### src/rtl/usr_shift_sequencer.sv
// usr_shift_sequencer: steps a universal shift register through one transfer.
// The transfer is one parallel load, N shifts left or right, then a one-cycle done pulse.
// The register is held (mode 3) at all other times.
// Optional macro USR_SEQ_BACK_TO_BACK_EN: a start in DONE is accepted and goes straight to
// LOAD, so back-to-back transfers need no idle cycle between them.
// Mode is decoded combinationally from the registered state plus Pause_In/Abort_In. The USR
// samples it on the falling edge, so those two inputs must settle in the first half-cycle.

module usr_shift_sequencer #(
  parameter int unsigned DATA_WIDTH = 32,
  parameter int unsigned CNT_WIDTH  = 6
) (
  input  logic                 Clk_In,
  input  logic                 Reset_In,
  input  logic                 Start_In,
  input  logic                 Direction_In,
  input  logic [CNT_WIDTH-1:0] Shift_Count_In,
  input  logic                 Pause_In,
  input  logic                 Abort_In,
  output logic [1:0]           USR_Mode_Out,
  output logic                 Ready_Out,
  output logic                 Busy_Out,
  output logic                 Done_Out,
  output logic [CNT_WIDTH-1:0] Shift_Progress_Out
);

  typedef enum logic [1:0] {StIdle, StLoad, StShift, StDone} state_e;

  localparam logic [1:0] ModeLoad   = 2'd0;
  localparam logic [1:0] ModeRight  = 2'd1;
  localparam logic [1:0] ModeLeft   = 2'd2;
  localparam logic [1:0] ModeHold   = 2'd3;

  localparam logic [CNT_WIDTH-1:0] FullCount = CNT_WIDTH'(DATA_WIDTH);
  localparam logic [CNT_WIDTH-1:0] CountOne  = CNT_WIDTH'(1);

  state_e               state_q;
  logic                 dir_q;
  logic [CNT_WIDTH-1:0] count_q;
  logic [CNT_WIDTH-1:0] remaining_q;
  logic [CNT_WIDTH-1:0] progress_q;

  // A programmed count of zero stands for a full-width transfer.
  logic [CNT_WIDTH-1:0] start_count;
  assign start_count = (Shift_Count_In == '0) ? FullCount : Shift_Count_In;

  // Sequencer state, latched transfer parameters and progress counter.
  always_ff @(posedge Clk_In or posedge Reset_In) begin
    if (Reset_In) begin
      state_q     <= StIdle;
      dir_q       <= 1'b0;
      count_q     <= '0;
      remaining_q <= '0;
      progress_q  <= '0;
    end else begin
      unique case (state_q)
        StIdle: begin
          if (Start_In) begin
            dir_q      <= Direction_In;
            count_q    <= start_count;
            progress_q <= '0;
            state_q    <= StLoad;
          end
        end
        StLoad: begin
          if (Abort_In) begin
            state_q <= StIdle;
          end else begin
            remaining_q <= count_q;
            state_q     <= StShift;
          end
        end
        StShift: begin
          if (Abort_In) begin
            state_q <= StIdle;
          end else if (!Pause_In) begin
            remaining_q <= remaining_q - CountOne;
            progress_q  <= progress_q + CountOne;
            if (remaining_q == CountOne) begin
              state_q <= StDone;
            end
          end
        end
        StDone: begin
`ifdef USR_SEQ_BACK_TO_BACK_EN
          if (Start_In) begin
            dir_q      <= Direction_In;
            count_q    <= start_count;
            progress_q <= '0;
            state_q    <= StLoad;
          end else begin
            state_q <= StIdle;
          end
`else
          state_q <= StIdle;
`endif
        end
        default: state_q <= StIdle;
      endcase
    end
  end

  // Mode decode; abort outranks pause, and pause has no effect during LOAD.
  always_comb begin
    USR_Mode_Out = ModeHold;
    unique case (state_q)
      StLoad:  USR_Mode_Out = Abort_In ? ModeHold : ModeLoad;
      StShift: begin
        if (Abort_In || Pause_In) begin
          USR_Mode_Out = ModeHold;
        end else begin
          USR_Mode_Out = dir_q ? ModeLeft : ModeRight;
        end
      end
      default: USR_Mode_Out = ModeHold;
    endcase
  end

  // Status outputs are decoded from the registered state.
  always_comb begin
    Busy_Out           = (state_q != StIdle);
    Done_Out           = (state_q == StDone);
    Shift_Progress_Out = progress_q;
`ifdef USR_SEQ_BACK_TO_BACK_EN
    Ready_Out          = (state_q == StIdle) || (state_q == StDone);
`else
    Ready_Out          = (state_q == StIdle);
`endif
  end

endmodule

### config.mk
export PLATFORM = sky130hd
export DESIGN_NAME = usr_shift_sequencer
export DESIGN_NICKNAME = d
export VERILOG_FILES = /design/src/rtl/usr_shift_sequencer.sv
export SDC_FILE = /design/constraint.sdc
export NUM_CORES = 1
export LEC_CHECK = 0
export CAP_MARGIN = 20
export CORE_ASPECT_RATIO = 0.8
export CORE_MARGIN = 5
export CORE_UTILIZATION = 45
export CTS_CLUSTER_DIAMETER = 40
export DETAILED_ROUTE_END_ITERATION = 10
export PLACE_DENSITY = 0.8
export SYNTH_ARGS = -nofsm -noshare
export SYNTH_HDL_FRONTEND = slang
export SYNTH_SLANG_ARGS = --single-unit
### constraint.sdc
create_clock -name Clk_In -period 1.5 [get_ports Clk_In]
set_input_delay 0.15 -clock Clk_In [delete_from_list [all_inputs] [get_ports Clk_In]]
set_output_delay 0.15 -clock Clk_In [all_outputs]
set_load 0.05 [all_outputs]
==> impl_metrics.json <==
{
  "unrepaired_setup_endpoints_after_global_routing": "yes",
  "worst-slew-pin-transition_ns": 0.289,
  "maxClockFrequency_ghz": 0.562,
  "slew_headroom": 0.805,
  "layout_worst_path_cycle_share": 1.19,
  "die_area_mm2": 0.00370,
  "cts-hold-fix-buffers": 0,
  "setup_violation_total_in_the_final_timing_report": 15,
  "finalHoldViolCount": 0,
  "critPathCaptureType": "output port",
  "worst-endpoint-required_ns": 1.35,
  "worstHoldPathType": "in -> async",
  "start_util": 0.471,
  "synth-edff-count": 0,
  "final_estimated_routing_congestion_in_global_placement": 0.819,
  "cts.clk_slew.worst_paths_ns": 0.13,
  "period_needed_ns": 1.78,
  "grtUsageTotal": 0.188,
  "top_level_ports": 23,
  "post_route_cells_drive_above_1_share": 0.533,
  "mostFrequentLayoutCells": "buf_4 (24), dfrtp_1 (20), clkdlybuf4s50_1 (11)",
  "die_w_um": 66.8,
  "synthesis.area_mm2": 0.00116,
  "number_of_nets_at_the_end_of_the_flow": 189,
  "detail_route.first_pass.iterations": 4,
  "layout.cells.most_common": "buf_4",
  "syn_nets": 136,
  "ys.flop_type": "dfrtp_1",
  "drt_drc_violations_left": 0,
  "antennaDiodeCount": 0,
  "tritoncts_clock_tree": "yes",
  "clock-skew-final_ns": 0.00346,
  "worstSetupPathType": "reg -> out",
  "violated_checks": "negative setup slack",
  "ctsHtreeMaxLevel": 1,
  "setup.worst_path.start_class": "flip-flop",
  "final.setup.worst_slack_ns": -0.279,
  "synth.yosys.seq_area_share": 0.453,
  "max_cap_violations": 0,
  "p_total_mw": 4.50,
  "synth.lib_cells_used.distinct": 37,
  "async_set_or_reset_flop_fraction_in_the_synthesized_netlist": 1.00,
  "post_drt_wl_per_cell_um": 16.8,
  "vdd.ir_drop.worst_mv": 1.05,
  "die_h_um": 55.4,
  "residual_overflow_from_global_routing": 0,
  "clock_tree.buffer_depth": 2,
  "placeableCoreArea_mm2": 0.00246,
  "drt_iter0_markers": 44,
  "syn2layout_area_growth_pct": 68.6,
  "grt_antenna_before_repair": 0,
  "cp_data_arrival_time_ns": 1.63,
  "cts_buffers": 3,
  "finalCoreUtilization": 0.794,
  "grt_start_max_net_pins": 22,
  "clock_sink_count": 21,
  "synth_cells": 117,
  "port_buffers": 22,
  "drt_wl_total_um": 3450,
  "p_per_area_mw_per_mm2": 2300,
  "timing_max_transition_violations_final": 0,
  "run_status": "finished, violations left",
  "grt_pass1_vias": 1095,
  "core.rowCount": 16,
  "grt_first_pass_wirelength_um": 5230,
  "ys_warn_count": 0,
  "detailed_place_hpwl_um": 2250,
  "drt.antenna.violating_nets": 0,
  "postSynthAreaPerCell_um2": 9.91,
  "ys_ff_latch": 21,
  "timing.critical_path.fanout_max": 3,
  "power_leakage_nw": 0.823,
  "clk_latency_ns": 0.33,
  "num_vias": 1108,
  "post_drt_via_cell_ratio": 5.40,
  "ctsRootBufferMaster": "clkbuf_4"
}
## logic make-up after synthesis
kind of cell	synth area share
buffers and inverters	0.0345
AND/OR/NAND/NOR	0.154
flip-flops	0.453
XOR/XNOR	0.0151
multiplexers	0.0895
adder cells (fa/ha/maj)	0.0755
AO/OA/AOI/OAI	0.178
## timing repair
action	in CTS	in global routing
cloned	0	0
pin swaps	3	8
endpoints found under the setup margin	17	24
gates resized for setup	16	33
setup buffers	4	2
## critical path: stages (launching register included)
cell,delay (ns)
dfrtp_1,0.44
buf_6,0.14
ha_4,0.15
buf_6,0.11
a21oi_4,0.21
o21ai_4,0.10
buf_12,0.15
## metrics by stage
step / instance area, µm² / setup slack [ns] / setup TNS (ns) / cells / hold slack, ns
3_5_place_dp: 1670 / -0.125 / -0.953 / 195 / 0.487
6_report: 1960 / -0.279 / -1.80 / 205 / 0.135
2_1_floorplan: 1220 / -0.161 / -0.645 / 117 / 0.127
5_1_grt: 1960 / -0.329 / -2.60 / 205 / 0.164
3_3_place_gp: 1670 / -0.0476 / -0.331 / 195 / 0.477
4_1_cts: 1800 / -0.262 / -1.63 / 203 / 0.144
## area by class of cell
cell class              count  area [µm²]
multi-input cells          86         806
clock buffers               3        22.5
clock inverters             1        7.51
repair buffers             50         512
well taps                  36        45.0
flip-flops and latches     21         527
fillers                   152         507
inverters                   8        36.3
## report_power, final
part | internal (mW) | total [mW] | switching, mW
Sequential | 0.785 | 0.998 | 0.214
Clock | 0.102 | 0.299 | 0.197
Combinational | 1.65 | 3.20 | 1.56
## registers in the layout, summed over array words and instances, names as in the netlist
| register | flops |
|---|---|
| Shift_Progress_Out | 6 |
| count_q | 6 |
| remaining_q | 6 |
| state_q | 2 |
| dir_q | 1 |
## layer usage
layer | global-route usage | up-vias | routed length [µm]
li1 | - | 524 | -
met1 | 0.235 | 542 | 1390
met2 | 0.305 | 36 | 1810
met3 | 0.0365 | 6 | 150
met4 | 0.0928 | 0 | 99
met5 | 0 | - | 0
## cells in the mapped netlist, types with 3 or more instances
cell | count | area share
nor2_1 | 7 | 0.023
o21ai_0 | 11 | 0.047
nand3_1 | 4 | 0.017
dfrtp_1 | 21 | 0.45
ha_1 | 7 | 0.076
a21oi_1 | 7 | 0.030
nor3_1 | 5 | 0.022
a2bb2oi_1 | 3 | 0.023
mux2_2 | 7 | 0.068
or3_1 | 3 | 0.016
inv_1 | 8 | 0.026
nand2_1 | 6 | 0.019
## path summary, 6_finish.rpt
| path | from | endpoint | slack [ns] | depth (start not counted) |
|---|---|---|---|---|
| min in group Clk_In | Shift_Count_In[5] | count_q[5] | 0.43 | 3 |
| worst min register to register | count_q[5] | count_q[5] | 0.52 | 2 |
| worst max register to register | state_q[0] | Shift_Progress_Out[3] | -0.17 | 7 |
| max in group asynchronous | Reset_In | state_q[1] | 1.14 | 3 |
| worst max-delay path | state_q[0] | USR_Mode_Out[1] | -0.28 | 6 |
| worst min-delay path | Reset_In | dir_q | 0.13 | 3 |
No activity file was read; power rests on OpenSTA's default activity.
